## config.mk

```make
export PLATFORM = sky130hd
export DESIGN_NAME = chip8_draw_ctrl_flat
export DESIGN_NICKNAME = d
export VERILOG_FILES = /design/src/rtl/chip8_pkg.sv /design/src/rtl/chip8_draw_ctrl_if.sv /design/src/rtl/chip8_draw_ctrl.sv /design/src/flat_wrapper.sv
export SDC_FILE = /design/constraint.sdc
export NUM_CORES = 1
export LEC_CHECK = 0
export CELL_PAD_IN_SITES_DETAIL_PLACEMENT = 0
export CELL_PAD_IN_SITES_GLOBAL_PLACEMENT = 1
export CORE_ASPECT_RATIO = 0.5
export CORE_MARGIN = 2
export CORE_UTILIZATION = 32
export CTS_CLUSTER_DIAMETER = 60
export DETAILED_ROUTE_END_ITERATION = 12
export PLACE_DENSITY = 0.93
export SLEW_MARGIN = 20
export SYNTH_ARGS = -nofsm -noshare
export SYNTH_HDL_FRONTEND = slang
export SYNTH_SLANG_ARGS = --single-unit
```

## constraint.sdc

```tcl
create_clock -name clk -period 3.05 [get_ports clk]
set_input_delay 0.4575 -clock clk [delete_from_list [all_inputs] [get_ports clk]]
set_output_delay 0.4575 -clock clk [all_outputs]
set_load 0.02 [all_outputs]
```

## src/rtl/chip8_pkg.sv

```systemverilog
// Shared CHIP-8 definitions: screen geometry, sprite limits and the draw
// sequencer state encoding, plus a helper for the optional vertical clip.
package chip8_pkg;

  localparam int SCREEN_W        = 64;
  localparam int SCREEN_H        = 32;
  localparam int MAX_SPRITE_ROWS = 15;

  typedef enum logic [2:0] {
    IDLE   = 3'd0,
    FETCH  = 3'd1,
    WAIT   = 3'd2,
    DRAW   = 3'd3,
    COLL   = 3'd4,
    FINISH = 3'd5
  } draw_state_t;

  // True when sprite row 'row' drawn from base line 'y' falls below the screen.
  function automatic logic row_clipped(input logic [4:0] y, input logic [3:0] row);
    logic [5:0] line;
    line = {1'b0, y} + {2'b00, row};
    return line >= 6'(SCREEN_H);
  endfunction

endpackage

```

## src/rtl/chip8_draw_ctrl_if.sv

```systemverilog
// Bundle of the CPU request, memory read port, display draw port and VF
// result signals of the DXYN draw sequencer.
// master: the sequencer itself.  slave: the CPU / memory / display side.
interface chip8_draw_ctrl_if #(
  parameter int ADDR_W = 12
);

  // CPU request
  logic              start;
  logic [7:0]        vx;
  logic [7:0]        vy;
  logic [3:0]        n;
  logic [ADDR_W-1:0] i_addr;

  // Memory read port
  logic              mem_read;
  logic [ADDR_W-1:0] mem_addr;
  logic [7:0]        mem_data_in;

  // Display draw port
  logic              draw;
  logic [5:0]        draw_x;
  logic [4:0]        draw_y;
  logic [3:0]        draw_row_index;
  logic [7:0]        sprite_data;
  logic              collision;

  // Status and VF result
  logic              busy;
  logic              done;
  logic              vf_we;
  logic [7:0]        vf_out;

  modport master (
    input  start, vx, vy, n, i_addr, mem_data_in, collision,
    output mem_read, mem_addr, draw, draw_x, draw_y, draw_row_index,
           sprite_data, busy, done, vf_we, vf_out
  );

  modport slave (
    output start, vx, vy, n, i_addr, mem_data_in, collision,
    input  mem_read, mem_addr, draw, draw_x, draw_y, draw_row_index,
           sprite_data, busy, done, vf_we, vf_out
  );

endinterface

```

## src/rtl/chip8_draw_ctrl.sv

```systemverilog
// CHIP-8 DXYN sprite-draw sequencer.
// For each of the n sprite rows it fetches one byte at I+row, hands it to the
// display together with the latched coordinates and row index, and ORs the
// returned collision flags into the VF result. Four cycles per row.
// Build option: CHIP8_DRAW_CLIP_EN -- when defined, the sequence ends at the
// first row that would fall below the bottom edge of the screen instead of
// leaving vertical wrap to the display.
module chip8_draw_ctrl
  import chip8_pkg::*;
#(
  parameter int ADDR_W = 12
) (
  input  logic                  clk,
  input  logic                  reset,
  chip8_draw_ctrl_if.master     bus
);

  localparam logic [2:0] ST_IDLE   = 3'(IDLE);
  localparam logic [2:0] ST_FETCH  = 3'(FETCH);
  localparam logic [2:0] ST_WAIT   = 3'(WAIT);
  localparam logic [2:0] ST_DRAW   = 3'(DRAW);
  localparam logic [2:0] ST_COLL   = 3'(COLL);
  localparam logic [2:0] ST_FINISH = 3'(FINISH);

  logic [2:0]        state;
  logic [2:0]        state_d;

  logic [5:0]        x_q;
  logic [4:0]        y_q;
  logic [3:0]        n_q;
  logic [ADDR_W-1:0] base_q;
  logic [3:0]        row_q;
  logic [7:0]        sprite_q;
  logic              acc_q;

  logic              last_row;
  logic [ADDR_W-1:0] row_addr;

  // Only the low coordinate bits matter; the upper VX/VY bits are dropped.
  logic              unused_coord_bits;
  assign unused_coord_bits = &{1'b0, bus.vx[7:6], bus.vy[7:5]};

  assign row_addr = base_q + {{(ADDR_W-4){1'b0}}, row_q};

`ifdef CHIP8_DRAW_CLIP_EN
  assign last_row = (row_q == (n_q - 4'd1)) || row_clipped(y_q, row_q + 4'd1);
`else
  assign last_row = (row_q == (n_q - 4'd1));
`endif

  // Next-state decode: one row is FETCH, WAIT, DRAW, COLL; FINISH closes out.
  always_comb begin
    state_d = state;
    case (state)
      ST_IDLE: begin
        if (bus.start) begin
          state_d = (bus.n == 4'd0) ? ST_FINISH : ST_FETCH;
        end
      end
      ST_FETCH:  state_d = ST_WAIT;
      ST_WAIT:   state_d = ST_DRAW;
      ST_DRAW:   state_d = ST_COLL;
      ST_COLL:   state_d = last_row ? ST_FINISH : ST_FETCH;
      ST_FINISH: state_d = ST_IDLE;
      default:   state_d = ST_IDLE;
    endcase
  end

  // State register; a start while busy is simply never looked at.
  always_ff @(posedge clk) begin
    if (reset) begin
      state <= ST_IDLE;
    end else begin
      state <= state_d;
    end
  end

  // Request latch, row counter, sprite byte and collision accumulator.
  always_ff @(posedge clk) begin
    if (reset) begin
      x_q      <= '0;
      y_q      <= '0;
      n_q      <= '0;
      base_q   <= '0;
      row_q    <= '0;
      sprite_q <= '0;
      acc_q    <= 1'b0;
    end else begin
      case (state)
        ST_IDLE: begin
          if (bus.start) begin
            x_q    <= bus.vx[5:0];
            y_q    <= bus.vy[4:0];
            n_q    <= bus.n;
            base_q <= bus.i_addr;
            row_q  <= '0;
            acc_q  <= 1'b0;
          end
        end
        ST_WAIT: begin
          sprite_q <= bus.mem_data_in;
        end
        ST_COLL: begin
          acc_q <= acc_q | bus.collision;
          if (!last_row) begin
            row_q <= row_q + 4'd1;
          end
        end
        default: begin
        end
      endcase
    end
  end

  assign bus.mem_read       = (state == ST_FETCH);
  assign bus.mem_addr       = (state == ST_FETCH) ? row_addr : '0;
  assign bus.draw           = (state == ST_DRAW);
  assign bus.draw_x         = x_q;
  assign bus.draw_y         = y_q;
  assign bus.draw_row_index = row_q;
  assign bus.sprite_data    = sprite_q;
  assign bus.busy           = (state != ST_IDLE);
  assign bus.done           = (state == ST_FINISH);
  assign bus.vf_we          = (state == ST_FINISH);
  assign bus.vf_out         = {7'b0000000, acc_q};

endmodule

```

## src/flat_wrapper.sv

```systemverilog
// flat-port wrapper written by rule: the top's interface ports become plain ports
module chip8_draw_ctrl_flat import chip8_pkg::*;
#(
  parameter int ADDR_W = 12
)
  (clk, reset, bus_start, bus_vx, bus_vy, bus_n, bus_i_addr, bus_mem_data_in, bus_collision, bus_mem_read, bus_mem_addr, bus_draw, bus_draw_x, bus_draw_y, bus_draw_row_index, bus_sprite_data, bus_busy, bus_done, bus_vf_we, bus_vf_out);
  chip8_draw_ctrl_if #(.ADDR_W(ADDR_W)) bus_i ();
  input  logic clk;
  input  logic reset;
  input wire logic [$bits(bus_i.start)-1:0] bus_start;
  input wire logic [$bits(bus_i.vx)-1:0] bus_vx;
  input wire logic [$bits(bus_i.vy)-1:0] bus_vy;
  input wire logic [$bits(bus_i.n)-1:0] bus_n;
  input wire logic [$bits(bus_i.i_addr)-1:0] bus_i_addr;
  input wire logic [$bits(bus_i.mem_data_in)-1:0] bus_mem_data_in;
  input wire logic [$bits(bus_i.collision)-1:0] bus_collision;
  output wire logic [$bits(bus_i.mem_read)-1:0] bus_mem_read;
  output wire logic [$bits(bus_i.mem_addr)-1:0] bus_mem_addr;
  output wire logic [$bits(bus_i.draw)-1:0] bus_draw;
  output wire logic [$bits(bus_i.draw_x)-1:0] bus_draw_x;
  output wire logic [$bits(bus_i.draw_y)-1:0] bus_draw_y;
  output wire logic [$bits(bus_i.draw_row_index)-1:0] bus_draw_row_index;
  output wire logic [$bits(bus_i.sprite_data)-1:0] bus_sprite_data;
  output wire logic [$bits(bus_i.busy)-1:0] bus_busy;
  output wire logic [$bits(bus_i.done)-1:0] bus_done;
  output wire logic [$bits(bus_i.vf_we)-1:0] bus_vf_we;
  output wire logic [$bits(bus_i.vf_out)-1:0] bus_vf_out;
  assign bus_i.start = bus_start;
  assign bus_i.vx = bus_vx;
  assign bus_i.vy = bus_vy;
  assign bus_i.n = bus_n;
  assign bus_i.i_addr = bus_i_addr;
  assign bus_i.mem_data_in = bus_mem_data_in;
  assign bus_i.collision = bus_collision;
  assign bus_mem_read = bus_i.mem_read;
  assign bus_mem_addr = bus_i.mem_addr;
  assign bus_draw = bus_i.draw;
  assign bus_draw_x = bus_i.draw_x;
  assign bus_draw_y = bus_i.draw_y;
  assign bus_draw_row_index = bus_i.draw_row_index;
  assign bus_sprite_data = bus_i.sprite_data;
  assign bus_busy = bus_i.busy;
  assign bus_done = bus_i.done;
  assign bus_vf_we = bus_i.vf_we;
  assign bus_vf_out = bus_i.vf_out;
  chip8_draw_ctrl #(.ADDR_W(ADDR_W)) u_core (.clk(clk), .reset(reset), .bus(bus_i));
endmodule
```

==> results of run 1 <==
-- worst min-delay path by stage --
stage               depth (start not counted)                              start                           endpoint
floorplan                                   2      u_core.base_q[0]$_SDFFE_PP0P_      u_core.base_q[0]$_SDFFE_PP0P_
global placement                            2  u_core.bus.draw_x[4]$_SDFFE_PP0P_  u_core.bus.draw_x[4]$_SDFFE_PP0P_
detailed placement                          2  u_core.bus.draw_x[0]$_SDFFE_PP0P_  u_core.bus.draw_x[0]$_SDFFE_PP0P_
CTS                                         2  u_core.bus.draw_y[1]$_SDFFE_PP0P_  u_core.bus.draw_y[1]$_SDFFE_PP0P_
global route                                2  u_core.bus.draw_x[5]$_SDFFE_PP0P_  u_core.bus.draw_x[5]$_SDFFE_PP0P_
finish                                      2  u_core.bus.draw_y[1]$_SDFFE_PP0P_  u_core.bus.draw_y[1]$_SDFFE_PP0P_
-- through the flow --
stage | hold WS (ns) | setup WS, ns
2_1_floorplan | 0.440 | 0.544
3_3_place_gp | 0.442 | 0.189
3_5_place_dp | 0.448 | 0.120
4_1_cts | 0.456 | 0.0153
5_1_grt | 0.479 | 0.0399
6_report | 0.452 | 0.137
-- where the power goes --
| part | internal, mW | switching (mW) |
|---|---|---|
| registers | 0.611 | 0.0422 |
| clock network | 0.386 | 0.224 |
| logic | 0.187 | 0.216 |
-- cell families after synthesis --
group / share of synthesized area [%]
XOR/XNOR: 3.83
multiplexers: 4.12
AND/OR/NAND/NOR: 25.5
flip-flops: 39.4
AO/OA/AOI/OAI: 15.3
adder cells (fa/ha/maj): 4.35
buffers and inverters: 7.38
other: 0.171
-- area by class of cell --
cell class / count / area [um^2] / area share [%]
clock inverters: 3 / 43.8 / 1.35
multi-input cells: 206 / 1210 / 37.4
flip-flops and latches: 43 / 862 / 26.6
inverters: 6 / 22.5 / 0.696
repair buffers: 87 / 857 / 26.5
clock buffers: 5 / 125 / 3.87
well taps: 92 / 115 / 3.56
-- state kept, by name (all words and copies together) (netlist names) --
signal,count
u_core.n_q,4
u_core.state,3
u_core.bus.draw_x,6
u_core.bus.sprite_data,8
u_core.base_q,12
u_core.bus.draw_row_index,4
u_core.acc_q,1
u_core.bus.draw_y,5
-- metal layers --
layer	wire [um]	part of all wire [%]	global-route usage, %	vias to the layer above
li1	-	-	-	1079
met4	68	1.2	4.07	0
met5	0	0	0	-
met2	2710	49	26.0	73
met3	344	6.2	4.01	6
met1	2460	44	19.3	1022
-- repair_timing --
item	4_1_cts	5_1_grt
endpoints found under the setup margin	5	5
setup buffers	0	0
resized for setup	5	5
pin swaps	0	0
-- cell usage after synthesis, types with 2 or more instances --
library cell,n,area [um^2]
xor2_1,3,26.3
nor2_1,15,56.3
inv_1,5,18.8
or3_1,8,50.1
xnor2_1,4,35.0
o211ai_1,2,15.0
buf_4,9,67.6
o21ai_0,8,40.0
and4_1,2,17.5
and3b_1,2,17.5
mux2i_1,9,90.1
a211oi_1,2,15.0
nor3b_1,2,15.0
a211o_1,2,17.5
or4_1,4,30.0
dfxtp_1,43,861
a21o_1,2,15.0
nand4_1,4,25.0
or3b_1,2,17.5
and2_1,2,12.5
nor3_1,3,15.0
nand3_1,7,35.0
a21oi_1,38,190
clkbuf_1,11,41.3
nand2_1,59,221
nor2b_1,2,12.5
ha_1,6,75.1
buf_2,6,30.0
-- worst max-delay path, stage by stage (launching register included) --
cell and delay [ns]:
dfxtp_1 0.32, ha_1 0.24, fa_1 0.42, a21o_1 0.20
a21oi_4 0.22, xnor2_1 0.09, nor2_1 0.09, clkdlybuf4s50_1 0.61
==> metrics.txt, run 1 <==
CP Class reg -> out; number of synthesized flops with an enable pin 0; r2r worst-path depth 4; Max IR drop VDD 212 uV; clock buffers created by TritonCTS 5; Post-Synthesis Cells 275; commonest non-fill, non-tap cells in the layout clkdlybuf4s50_1, nand2_1, dfxtp_1; Netlist cell types 41; max frequency 343 MHz; num rows 21; hold_buf cts 0; Max Root-Sink Buffers 2; Crit. Startpoint u_core.bus.draw_row_index[0]$_SDFFE_PP0P_; most common cell after layout, fill and taps aside clkdlybuf4s50_1; final max-slew violation count 0; final WL 5.58 mm; CP Data Arrival Time 2.46 ns; drc violations 0; Final Hold Fails 0; # setup viols final 0; Post-synth ARST share 0%; worst slew pin tran 0.815 ns; clock skew 0.00604 ns; post-detail-place hpwl 4.15 mm; pin count of the biggest net entering global routing 27; die width 121 um; RSZ-0062 raised after global routing false; Design Power 1.67 mW; CP Capture Point bus_mem_addr[4]; DR vias/cell 4.93; Post-DRT Antenna Nets 0; Layout Utilization 48.7%; Final min period 2.91 ns; routed length per instance 12.6 um; status finished, final reports clean; Root Buffer Master clkbuf_16; R2R setup slack 1.10 ns; Max Cap Viol 0; GP Congestion 0.783; core area 6650 um^2; register area share after synthesis 39.4%; DP Area 3050 um^2; Syn Std Cell Area 2190 um^2; drt first pass iters 4; GRT Util Overall 15.3%; Yosys reg bits 43; pwr dens 515 nW/um^2; element type at the critical path end output pin; share of cells above drive strength 1 6.29%; RR Endpoint u_core.bus.draw_row_index[3]$_SDFFE_PP0P_; Ports 92; ant diodes 0; Critical R2R Launch u_core.state[2]$_SDFFE_PP0P_; fill cell count 631; gr ovfl total 0; Vias 2,180; DP Cell Count 434; IO Port Bufs 79; Clk Latency, worst-skew pair 0.29 ns; Post-Layout Cell Count 442; Tcrit/Tclk final 95.5%; Leak 1.32 nW; Die Area 7550 um^2; initial antenna violation count 0; Ys Warns 0; Max transition margin 45.4%; Final #Nets 400; Reg clk slew, reported paths 0.06 ns; Worst Setup Start Kind flip-flop; fin area 3240 um^2; 1st-iter DRT viols 95; clk sinks 43; starting density of the core 32.9%; setup_tns 0 ns; CTS H-tree lvls 2; Max FO, Critical Path 7; die extent in y 62.5 um; worst path required time 2.59 ns; syn avg cell area 7.95 um^2; Hold WC Path Type reg -> reg; first-pass GRT wire length 9.47 mm; CTS tree built; Main synth FF type dfxtp_1; vias in the first global route 2,059; Syn-to-layout area delta 47.9%
Power figures use the tool's default switching activity.
==> inputs of run 2 (changes only) <==
- MAX_ROUTING_LAYER: default -> met4
- SLEW_MARGIN: 20 -> 40
==> metrics.txt, run 2 (same netlist as run 1, synthesis figures left out) <==
Final min period 2.91 ns (about the same); Final Hold Fails 0 (unchanged); IO Port Bufs 79 (unchanged); Hold WC Path Type reg -> reg (unchanged); initial antenna violation count 0 (unchanged); Hold Worst Slack 0.453 ns (was 0.452 ns); Leak 1.32 nW (about the same); CP Data Arrival Time 2.45 ns (was 2.46 ns); final WL 5.58 mm (about the same); post-detail-place hpwl 4.15 mm (unchanged); fin area 3240 um^2 (about the same); Vias 2,175 (was 2,180); vias in the first global route 2,056 (was 2,059); most common cell after layout, fill and taps aside clkdlybuf4s50_1 (unchanged); num rows 21 (unchanged); pin count of the biggest net entering global routing 27 (unchanged); Critical R2R Launch u_core.state[2]$_SDFFE_PP0P_ (unchanged); RSZ-0062 raised after global routing false (unchanged); Max Cap Viol 0 (unchanged); Top reg by flops u_core.base_q (unchanged); clock buffers created by TritonCTS 5 (unchanged); element type at the critical path end output pin (unchanged); Tcrit/Tclk final 95.4% (was 95.5%); clk sinks 43 (unchanged); Ports 92 (unchanged); DR vias/cell 4.92 (was 4.93); GRT Util Overall 15.7% (was 15.3%); Root Buffer Master clkbuf_16 (unchanged); die width 121 um (unchanged); CP Class reg -> out (unchanged); core area 6650 um^2 (unchanged); Crit. Startpoint u_core.bus.draw_row_index[0]$_SDFFE_PP0P_ (unchanged); pwr dens 513 nW/um^2 (was 515 nW/um^2); final worst slack 0.139 ns (was 0.137 ns); Layout Utilization 48.8% (was 48.7%); final max-slew violation count 0 (unchanged); 1st-iter DRT viols 98 (was 95); DP Area 3050 um^2 (unchanged); max reg flops 12 (unchanged); Max Root-Sink Buffers 2 (unchanged); GP Congestion 0.794 (was 0.783); routed length per instance 12.6 um (about the same); Max FO, Critical Path 7 (unchanged); worst path required time 2.59 ns (about the same); commonest non-fill, non-tap cells in the layout clkdlybuf4s50_1, nand2_1, dfxtp_1 (unchanged); Max transition margin 58.9% (was 45.4%); CTS tree built (unchanged); Worst Setup Start Kind flip-flop (unchanged); first-pass GRT wire length 9.47 mm (about the same); Post-DRT Antenna Nets 0 (unchanged); max frequency 344 MHz (was 343 MHz); Clk Latency, worst-skew pair 0.28 ns (was 0.29 ns); Reg clk slew, reported paths 0.06 ns (about the same); # setup viols final 0 (unchanged); hold path start u_core.bus.draw_y[1]$_SDFFE_PP0P_ (unchanged); CTS H-tree lvls 2 (unchanged); worst slew pin tran 0.613 ns (was 0.815 ns); Design Power 1.66 mW (was 1.67 mW); Max IR drop VDD 212 uV (about the same); share of cells above drive strength 1 6.29% (unchanged); critical-path cell list ha_1 -> fa_1 -> a21o_1 -> a21oi_4 -> xnor2_1 -> nor2_1 -> clkdlybuf4s50_1 (unchanged); Syn-to-layout area delta 48.2% (was 47.9%); R2R setup slack 1.08 ns (was 1.10 ns); CP top delay family adder cells (unchanged); drt first pass iters 4 (unchanged); drc violations 0 (unchanged); slowest stage cell, crit path clkdlybuf4s50_1 (unchanged); DP Cell Count 434 (unchanged); max incr delay on CP 0.61 ns (about the same); setup_tns 0 ns (unchanged); Post-Layout Cell Count 442 (unchanged); ant diodes 0 (unchanged); die extent in y 62.5 um (unchanged); Setup WS pre-CTS 0.120 ns (unchanged); worst path bufs/invs 1 (unchanged); status finished, final reports clean (unchanged); gr ovfl total 0 (unchanged); starting density of the core 32.9% (unchanged); Die Area 7550 um^2 (unchanged); Final #Nets 400 (unchanged); clock skew 0.00652 ns (was 0.00604 ns)
==> run 2: changes by cell type in the layout (fill, tap and decap cells not counted) <==
cell,before,now
nor3b_2,1,0
nor3b_4,0,1
==> run 2: metal layers <==
| layer | GRT usage [%] | part of all wire, % |
|---|---|---|
| met2 | 26.0 | 49 |
| met1 | 19.7 | 44 |
| met4 | 4.07 | 0.97 |
| met3 | 3.38 | 6.0 |
| met5 | - | 0 |
==> run 2: where the power goes <==
group	switching [mW]	internal [mW]	total, mW
clock network	0.219	0.386	0.605
logic	0.217	0.188	0.405
registers	0.0429	0.611	0.653
==> run 2: layout make-up <==
cell class,count,area [um^2]
Clock inverter,3,43.8
Inverter,6,22.5
Clock buffer,5,125
Fill cell,632,3410
Tap cell,92,115
Multi-Input combinational cell,206,1220
Timing Repair Buffer,87,857
Sequential cell,43,862
==> run 2: worst min-delay path: cells and delay by family, from the launching register on <==
kind | cells | cell delay, ns
compound gates | 1 | 0.05
flops | 1 | 0.31
simple gates | 1 | 0.05
==> run 2: path summary, 6_finish.rpt <==
kind,depth (start not counted),end
setup / recovery,7,bus_mem_addr[4]
hold / removal,2,u_core.bus.draw_y[1]$_SDFFE_PP0P_
setup reg to reg,4,u_core.bus.draw_row_index[3]$_SDFFE_PP0P_
hold reg to reg,2,u_core.bus.draw_y[1]$_SDFFE_PP0P_
==> run 2: timing repair <==
item / 4_1_cts / 5_1_grt
gates resized for setup: 5 / 5
buffers inserted: 0 / 0
hold buffers: 0 / 0
setup endpoints to repair: 5 / 5
==> inputs of run 3 (changes only) <==
- PLACE_DENSITY: 0.93 -> 0.9
==> metrics.txt, run 3 (same netlist as run 1, synthesis figures left out) <==
status finished, final reports clean (unchanged); Die Area 7550 um^2 (unchanged); max frequency 343 MHz (was 344 MHz); Root Buffer Master clkbuf_16 (unchanged); Tcrit/Tclk final 95.7% (was 95.4%); vias in the first global route 2,053 (was 2,056); gr ovfl total 0 (unchanged); critical-path cell list ha_4 -> o21a_1 -> a21oi_4 -> or4_1 -> nand2_1 -> clkdlybuf4s50_1 (was ha_1 -> fa_1 -> a21o_1 -> a21oi_4 -> xnor2_1 -> nor2_1 -> clkdlybuf4s50_1); final WL 5.72 mm (was 5.58 mm); pin count of the biggest net entering global routing 26 (was 27); Design Power 1.60 mW (was 1.66 mW); GP Congestion 0.799 (was 0.794); commonest non-fill, non-tap cells in the layout clkdlybuf4s50_1, nand2_1, dfxtp_1 (unchanged); drt first pass iters 4 (unchanged); Reg clk slew, reported paths 0.06 ns (about the same); Vias 2,150 (was 2,175); clk sinks 43 (unchanged); die width 121 um (unchanged); Final #Nets 403 (was 400); RSZ-0062 raised after global routing false (unchanged); final max-slew violation count 0 (unchanged); element type at the critical path end output pin (unchanged); area occupied by multi-input gates 1230 um^2 (was 1220 um^2); DR vias/cell 4.83 (was 4.92); CP Data Arrival Time 2.46 ns (was 2.45 ns); Max Root-Sink Buffers 2 (unchanged); post-detail-place hpwl 4.38 mm (was 4.15 mm); Max transition margin 53.8% (was 58.9%); Hold WC Path Type reg -> reg (unchanged); 1st-iter DRT viols 116 (was 98); hold_buf cts 0 (unchanged); first-pass GRT wire length 9.63 mm (was 9.47 mm); starting density of the core 32.9% (unchanged); Final min period 2.92 ns (was 2.91 ns); share of cells above drive strength 1 7.37% (was 6.29%); core area 6650 um^2 (unchanged); GRT Util Overall 16.0% (was 15.7%); Clk Latency, worst-skew pair 0.28 ns (about the same); routed length per instance 12.9 um (was 12.6 um); Worst Setup Start Kind flip-flop (unchanged); CP Class reg -> out (unchanged); clock skew 0.00355 ns (was 0.00652 ns); ant diodes 0 (unchanged); fin area 3270 um^2 (was 3240 um^2); clock buffers created by TritonCTS 5 (unchanged); DP Area 3070 um^2 (was 3050 um^2); initial antenna violation count 0 (unchanged); die extent in y 62.5 um (unchanged); worst path required time 2.59 ns (about the same); max reg flops 12 (unchanged); Final Hold Fails 0 (unchanged); post-CTS resize count 4 (was 5); Ports 92 (unchanged); CTS tree built (unchanged); most common cell after layout, fill and taps aside clkdlybuf4s50_1 (unchanged); post-CTS setup buffer count 0 (unchanged); num rows 21 (unchanged); worst slew pin tran 0.691 ns (was 0.613 ns); drc violations 0 (unchanged); # setup viols final 0 (unchanged); Max FO, Critical Path 8 (was 7); Max Cap Viol 0 (unchanged); pwr dens 491 nW/um^2 (was 513 nW/um^2); setup_tns 0 ns (unchanged); Syn-to-layout area delta 49.4% (was 48.2%); IO Port Bufs 79 (unchanged); Post-DRT Antenna Nets 0 (unchanged); Reg area 862 um^2 (unchanged); CTS H-tree lvls 2 (unchanged); Layout Utilization 49.1% (was 48.8%); max incr delay on CP 0.60 ns (was 0.61 ns); Top reg by flops u_core.base_q (unchanged); fill cell count 612 (was 632); Leak 1.31 nW (was 1.32 nW); Max IR drop VDD 282 uV (was 212 uV); slowest stage cell, crit path clkdlybuf4s50_1 (unchanged)
-- run 3: metal layers --
metal	up-vias	routed length (um)	GRT usage [%]
met5	-	0	-
met4	0	14	2.18
met3	2	194	2.74
met2	47	2880	27.8
met1	1017	2630	20.0
li1	1084	-	-
-- run 3: report_power, final --
part / total (mW) / switching (mW) / internal [mW]
registers: 0.650 / 0.0390 / 0.611
logic: 0.417 / 0.221 / 0.196
clock network: 0.538 / 0.211 / 0.327
-- run 3: per-stage QoR --
stage	hold slack [ns]	cells	setup WS, ns
after floorplan	0.440	281	0.544
after global placement	0.443	437	0.177
after detailed placement	0.447	437	0.118
after CTS	0.456	445	0.0400
after global routing	0.477	445	0.0150
final	0.453	445	0.132
-- run 3: path summary, 6_finish.rpt --
path | start | end | slack (ns) | cells past startpoint
min reg2reg | u_core.bus.draw_x[1]$_SDFFE_PP0P_ | u_core.bus.draw_x[1]$_SDFFE_PP0P_ | 0.45 | 2
min | u_core.bus.draw_x[1]$_SDFFE_PP0P_ | u_core.bus.draw_x[1]$_SDFFE_PP0P_ | 0.45 | 2
max reg2reg | u_core.bus.draw_row_index[3]$_SDFFE_PP0P_ | u_core.bus.draw_row_index[2]$_SDFFE_PP0P_ | 1.16 | 4
max | u_core.bus.draw_row_index[3]$_SDFFE_PP0P_ | bus_mem_addr[11] | 0.13 | 6
-- run 3: area by class of cell --
class	instances	share of cell area, %
repair buffers	90	27.0
clock buffers	6	4.25
multi-input cells	206	37.6
inverters	6	0.689
well taps	92	3.52
clock inverters	2	0.498
flip-flops and latches	43	26.4
-- run 3: critical path: cells and delay by family, from the launching register on --
family / cells / cell delay, ns
flops: 1 / 0.41
fa+ha+maj: 1 / 0.34
simple gates: 2 / 0.56
buf+inv: 1 / 0.60
compound gates: 2 / 0.28
